===== src/rtl/register_readback_pkg.sv =====
// -----------------------------------------------------------------------------
// register_readback_pkg
// Shared types and helpers for the register readback engine.
//   rb_state_t  : FSM state encoding (2 bits). PAR is only reachable when the
//                 design is built with REGISTER_READBACK_PARITY_EN defined.
//   cnt_width() : width of the bit counter; it must hold the value WIDTH
//                 without wrapping.
// -----------------------------------------------------------------------------
package register_readback_pkg;

  typedef enum logic [1:0] {
    IDLE  = 2'd0,
    SHIFT = 2'd1,
    PAR   = 2'd2,
    DONE  = 2'd3
  } rb_state_t;

  function automatic int cnt_width(input int width);
    return $clog2(width + 1);
  endfunction

endpackage


===== src/rtl/register_readback_if.sv =====
// -----------------------------------------------------------------------------
// register_readback_if
// Request/serial-output bundle of the readback engine.
//   start      : readback request, sampled while ready=1
//   reg_in     : WIDTH-bit parallel register image to snapshot
//   ready      : engine idle, request can be accepted
//   sout       : serial data bit (0 when sout_valid=0)
//   sout_valid : high for every serial bit cycle
//   done       : one-cycle pulse after the last serial bit
// Modports: master = requester side, slave = readback engine.
// -----------------------------------------------------------------------------
interface register_readback_if #(
  parameter int WIDTH = 8
);
  logic             start;
  logic [WIDTH-1:0] reg_in;
  logic             ready;
  logic             sout;
  logic             sout_valid;
  logic             done;

  modport master (
    output start, reg_in,
    input  ready, sout, sout_valid, done
  );

  modport slave (
    input  start, reg_in,
    output ready, sout, sout_valid, done
  );
endinterface


===== src/rtl/register_readback_shift_reg.sv =====
// -----------------------------------------------------------------------------
// readback_shift_reg
// WIDTH-bit parallel-load, shift-right register. Load has priority over shift;
// shifting fills the MSB with 0 so bit 0 always presents the next serial bit.
// Ports:
//   clk   : clock (rising edge)
//   reset : asynchronous, active-high; clears the register
//   load  : capture din
//   shift : shift right by one
//   din   : parallel load data
//   q     : register contents
// -----------------------------------------------------------------------------
module readback_shift_reg #(
  parameter int WIDTH = 8
) (
  input  logic             clk,
  input  logic             reset,
  input  logic             load,
  input  logic             shift,
  input  logic [WIDTH-1:0] din,
  output logic [WIDTH-1:0] q
);

  always_ff @(posedge clk or posedge reset) begin
    if (reset) begin
      q <= '0;
    end else if (load) begin
      q <= din;
    end else if (shift) begin
      q <= q >> 1;
    end
  end

endmodule


===== src/rtl/register_readback.sv =====
// -----------------------------------------------------------------------------
// register_readback
// Serial readback engine: snapshots a WIDTH-bit register image when a request
// is accepted in IDLE and shifts it out LSB-first with a valid strobe, then
// pulses done for one cycle and returns to IDLE.
//
// Build option: define REGISTER_READBACK_PARITY_EN to append one even-parity
// bit (XOR of the snapshot) after the data bits through the PAR state.
// Without it, SHIFT goes straight to DONE and no parity logic exists.
//
// Ports:
//   clk   : sole clock, rising edge
//   reset : asynchronous, active-high; abandons any readback (no done)
//   bus   : register_readback_if.slave (start, reg_in in; ready, sout,
//           sout_valid, done out)
// All outputs decode from registered state only; no input reaches an output
// combinationally.
// -----------------------------------------------------------------------------
module register_readback
  import register_readback_pkg::*;
#(
  parameter int WIDTH = 8
) (
  input  logic                clk,
  input  logic                reset,
  register_readback_if.slave  bus
);

  localparam int CNT_W = cnt_width(WIDTH);

  rb_state_t        state;
  rb_state_t        state_nxt;
  logic [CNT_W-1:0] cnt;
  logic [WIDTH-1:0] sr_q;
  logic             load;
  logic             shift;
  logic             last_bit;

  // A request is only seen in IDLE; start in any other state is dropped.
  assign load     = (state == IDLE) && bus.start;
  assign shift    = (state == SHIFT);
  assign last_bit = (cnt == CNT_W'(WIDTH - 1));

  readback_shift_reg #(
    .WIDTH (WIDTH)
  ) u_shift_reg (
    .clk   (clk),
    .reset (reset),
    .load  (load),
    .shift (shift),
    .din   (bus.reg_in),
    .q     (sr_q)
  );

  // Bit counter: cleared on capture, counts SHIFT cycles. It ends at WIDTH,
  // which CNT_W is sized to hold, so it never wraps inside a readback.
  always_ff @(posedge clk or posedge reset) begin
    if (reset) begin
      cnt <= '0;
    end else if (load) begin
      cnt <= '0;
    end else if (shift) begin
      cnt <= cnt + 1'b1;
    end
  end

`ifdef REGISTER_READBACK_PARITY_EN
  logic par_q;

  // Parity is taken from the image at the capture edge, so later reg_in
  // changes cannot affect it.
  always_ff @(posedge clk or posedge reset) begin
    if (reset) begin
      par_q <= 1'b0;
    end else if (load) begin
      par_q <= ^bus.reg_in;
    end
  end
`endif

  // State register
  always_ff @(posedge clk or posedge reset) begin
    if (reset) begin
      state <= IDLE;
    end else begin
      state <= state_nxt;
    end
  end

  // Next-state logic
  always_comb begin
    state_nxt = state;
    case (state)
      IDLE: begin
        if (bus.start) begin
          state_nxt = SHIFT;
        end
      end
      SHIFT: begin
        if (last_bit) begin
`ifdef REGISTER_READBACK_PARITY_EN
          state_nxt = PAR;
`else
          state_nxt = DONE;
`endif
        end
      end
`ifdef REGISTER_READBACK_PARITY_EN
      PAR:     state_nxt = DONE;
`endif
      DONE:    state_nxt = IDLE;
      default: state_nxt = IDLE;
    endcase
  end

  // Output decode
  always_comb begin
    bus.ready      = (state == IDLE);
    bus.sout       = 1'b0;
    bus.sout_valid = 1'b0;
    bus.done       = 1'b0;
    case (state)
      SHIFT: begin
        bus.sout       = sr_q[0];
        bus.sout_valid = 1'b1;
      end
`ifdef REGISTER_READBACK_PARITY_EN
      PAR: begin
        bus.sout       = par_q;
        bus.sout_valid = 1'b1;
      end
`endif
      DONE: begin
        bus.done = 1'b1;
      end
      default: begin
      end
    endcase
  end

endmodule


===== src/flat_wrapper.sv =====
// flat-port wrapper written by rule: the top's interface ports become plain ports
module register_readback_flat import register_readback_pkg::*;
#(
  parameter int WIDTH = 8
)
  (clk, reset, bus_start, bus_reg_in, bus_ready, bus_sout, bus_sout_valid, bus_done);
  register_readback_if #(.WIDTH(WIDTH)) bus_i ();
  input  logic clk;
  input  logic reset;
  input wire logic [$bits(bus_i.start)-1:0] bus_start;
  input wire logic [$bits(bus_i.reg_in)-1:0] bus_reg_in;
  output wire logic [$bits(bus_i.ready)-1:0] bus_ready;
  output wire logic [$bits(bus_i.sout)-1:0] bus_sout;
  output wire logic [$bits(bus_i.sout_valid)-1:0] bus_sout_valid;
  output wire logic [$bits(bus_i.done)-1:0] bus_done;
  assign bus_i.start = bus_start;
  assign bus_i.reg_in = bus_reg_in;
  assign bus_ready = bus_i.ready;
  assign bus_sout = bus_i.sout;
  assign bus_sout_valid = bus_i.sout_valid;
  assign bus_done = bus_i.done;
  register_readback #(.WIDTH(WIDTH)) u_core (.clk(clk), .reset(reset), .bus(bus_i));
endmodule

===== config.mk =====
export PLATFORM = sky130hd
export DESIGN_NAME = register_readback_flat
export DESIGN_NICKNAME = d
export VERILOG_FILES = /design/src/rtl/register_readback_pkg.sv /design/src/rtl/register_readback_if.sv /design/src/rtl/register_readback_shift_reg.sv /design/src/rtl/register_readback.sv /design/src/flat_wrapper.sv
export SDC_FILE = /design/constraint.sdc
export NUM_CORES = 1
export LEC_CHECK = 0
export CORE_MARGIN = 2
export CORE_UTILIZATION = 49
export CTS_CLUSTER_DIAMETER = 40
export DETAILED_ROUTE_END_ITERATION = 8
export HOLD_SLACK_MARGIN = 0.1
export PLACE_DENSITY = 0.76
export SYNTH_ARGS = -nofsm -noshare
export SYNTH_HDL_FRONTEND = slang
export SYNTH_SLANG_ARGS = --single-unit

===== constraint.sdc =====
create_clock -name clk -period 1.3 [get_ports clk]
set_input_delay 0.13 -clock clk [delete_from_list [all_inputs] [get_ports clk]]
set_output_delay 0.13 -clock clk [all_outputs]
set_load 0.03 [all_outputs]

==> summary.txt, run 1 <==
Synthesis
  – #FFs+latches synth: 14
  – Yosys Warn Count: 0
  – Largest area contributor in the netlist: dfrtp_1
  – Top cell type's share of synthesized area: ~45%
  – Ys async rst share: 100%
  – Unique cell type count in the Yosys netlist: 29
  – Post-synth EDFFs: 0
  – Most frequent cell after synthesis: dfrtp_1
  – Sequential share of the synthesized area: 45.0%
  – Netlist Area Pre-Place: 778 sq um
  – Top post-synthesis cells by area: dfrtp_1 45%, a21oi_2 7.9%, o21ai_2 7.9%
  – Commonest cells post-synth: 14 x dfrtp_1, 7 x a21oi_2, 7 x o21ai_2, 6 x a22oi_1, 6 x and2b_1
  – Gate Count Post-Synth: 69
  – Syn avg cell area: 11.3 sq um
  – Net Count, Synth: 81
  – Top FF cell, synth: dfrtp_1

Clock network
  – CTS tree: built
  – Clock Latency Late Sink: 0.27 ns
  – Deepest clock path buffer count: 2
  – # hold bufs at CTS: 0
  – Cts bufs inserted: 3
  – Clock Pin Slew Worst Setup and Hold Paths: 0.08 ns
  – Root Driver: clkbuf_4
  – H-Tree Depth: 1
  – Sink Count: 14

Finish
  – Layout cells sized above 1: 47.4%
  – Area grow syn2layout: 34.2%
  – Layout Cell Area excl Fill: approximately 1000 sq um
  – # diodes: 0
  – NumNets Final: 109
  – Fill count: 116
  – Final Core Density: around 70%

Timing
  – Max Fclk: 0.775 GHz
  – Slew Limit Fails: 0
  – Clock skew: approximately 0.0013 ns
  – Worst-Margin Slew: 0.307 ns
  – Tcrit/Tclk final: 99.3%
  – RSZ-0062 raised after global routing: yes
  – Slew Limit Headroom: between 70% and 80%
  – Post-route setup slack: ~0.0096 ns
  – Setup Viol. Count Final: 0
  – Final Hold Violating Endpoints: 0
  – Final min period: 1.29 ns

Detailed routing
  – Iter 0 DRT Violations: 15
  – WL final: 1630 um
  – DR pass1 iterations: 4
  – Vias/cell: 5.69
  – Routed Antenna Nets: 0
  – WL/cell: 14.7 um
  – Via count: 632
  – # DRC: 0

Pwr
  – Logic pwr share: 56.5%
  – PwrDens: 2180 nW/um^2
  – Reg power frac: between 30% and 40%
  – Leak Pwr: 0.492 nW
  – Net Switching: 0.000871 W
  – Maximum VDD drop: 0.00120 V
  – Sw Share: about two fifths
  – Clock share of power: 10.2%
  – P_int: 0.00141 W

Global route
  – Vias in the first global route: 632
  – First-pass GRT wire length: 2840 um
  – Total GRT Usage: 20.2%
  – Largest net degree at the start of global routing: 15
  – Initial antenna violation count: 0
  – Grt ovf: 0

Setup path
  – Critical Path End Type: primary output
  – Kind of critical path: reg2out
  – Data required, critical path: 1.17 ns
  – Crit start category: flip-flop
  – Crit path DAT: 1.16 ns
  – Setup slack, reg-to-reg: 0.07 ns
  – Crit-path max FO: 4

Placement
  – Dpl ws: -0.0513 ns
  – DP Area: 957 sq um
  – HPWL after DPL: 1130 um
  – Port bufs: 14
  – RD Place Congestion: 0.775

Floorplan
  – Initial core utilization: a little over half
  – Die height: 43.9 um
  – Die area: 1920 sq um
  – Die W: 43.9 um
  – Num ports: 15
  – Core area: 1490 sq um
  – Row cnt: 14

Run
  – Maxcap violations: 0

Outcome
  – Status: complete, no violations

Hold path
  – Hold crit path type: in2async
==> repair_timing <==
item                       CTS  global route
gates resized for setup      6             3
setup endpoints to repair    4             5
buffers inserted             3             2
pin swaps                    1             0
cloned                       0             0
==> metal layers <==
layer | up-vias | part of all wire [%] | global-route usage, %
met5 | - | 0 | 0
met4 | 0 | 0.37 | 9.09
met3 | 2 | 3.2 | 2.50
met2 | 10 | 51 | 34.1
met1 | 317 | 45 | 25.5
li1 | 303 | - | -
==> stage by stage <==
| step | TNS, ns | power [W] | hold slack [ns] | std cells |
|---|---|---|---|---|
| 3_3_place_gp | -0.168 | 0.00183 | 0.447 | 103 |
| 3_5_place_dp | -0.357 | 0.00186 | 0.455 | 103 |
| 2_1_floorplan | 0 | 0.00153 | 0.0192 | 69 |
| 5_1_grt | -0.0294 | 0.00245 | 0.191 | 111 |
| 4_1_cts | 0 | 0.00222 | 0.193 | 109 |
| 6_report | 0 | 0.00228 | 0.180 | 111 |
==> cells in the final DEF, fill, tap and decap left out <==
master,count
mux2_4,1
nand3_1,1
buf_6,5
mux2_2,1
buf_4,11
and2b_4,1
inv_1,1
o21bai_2,1
o21ai_1,1
and2_4,2
nand2_1,3
dfrtp_2,1
clkbuf_4,3
dfrtp_1,13
a41oi_1,1
a22oi_1,6
a21oi_1,1
ha_2,1
o21ai_2,7
and3b_1,1
nor2_1,2
nor2b_1,1
nor2_2,1
a22o_1,2
a21oi_2,7
a31oi_1,1
nor2b_4,1
clkdlybuf4s50_1,10
and2b_1,6
inv_2,1
nand3_2,1
==> state kept, by name, indices dropped and copies added, names as in the netlist <==
name and cells:
u_core.u_shift_reg.q 8, u_core.cnt 4, u_core.state 2
==> layout make-up <==
| type | instances | area [sq um] | area share, % |
|---|---|---|---|
| sequential | 14 | 352 | 33.7 |
| tap | 16 | 20.0 | 1.92 |
| timing repair buffer | 26 | 239 | 22.9 |
| multi-input combinational | 50 | 404 | 38.7 |
| clock buffer | 3 | 22.5 | 2.16 |
| inverter | 2 | 7.51 | 0.719 |
==> power groups by stage <==
stage | registers [W] | logic [W] | clock network, W
2_1_floorplan | 0.000738 | 0.000794 | 0
4_1_cts | 0.000759 | 0.00122 | 0.000245
5_1_grt | 0.000780 | 0.00141 | 0.000263
3_3_place_gp | 0.000767 | 0.00107 | 0
3_5_place_dp | 0.000769 | 0.00109 | 0
6_report | 0.000759 | 0.00129 | 0.000232
==> logic make-up after synthesis <==
kind of cell | after synthesis | share of synthesized area (%)
compound gates | 27 | 28.5
fa+ha+maj | 1 | 1.61
simple gates | 20 | 17.5
buf+inv | 5 | 4.02
flops | 14 | 45.0
mux | 2 | 3.38
==> worst max-delay path, stage by stage, from the launching register on <==
cell and delay, ns:
dfrtp_2 0.44, nor2b_4 0.17, and2_4 0.16, buf_6 0.12
==> final timing paths <==
check / start / cells past startpoint / to
max in group asynchronous: reset / 3 / u_core.state[1]
max reg2reg: u_core.state[0] / 5 / u_core.cnt[3]
max: u_core.state[1] / 3 / bus_sout
min: reset / 3 / u_core.u_shift_reg.q[3]
min in group clk: u_core.cnt[3] / 1 / u_core.state[1]
min reg2reg: u_core.cnt[3] / 1 / u_core.state[1]
Power figures use the tool's default switching activity.
==> run 2, diff against run 1 <==
- CAP_MARGIN: not set -> 20
==> results of run 2 <==
The final DEF is identical to that of run 1; final timing and power are the same.
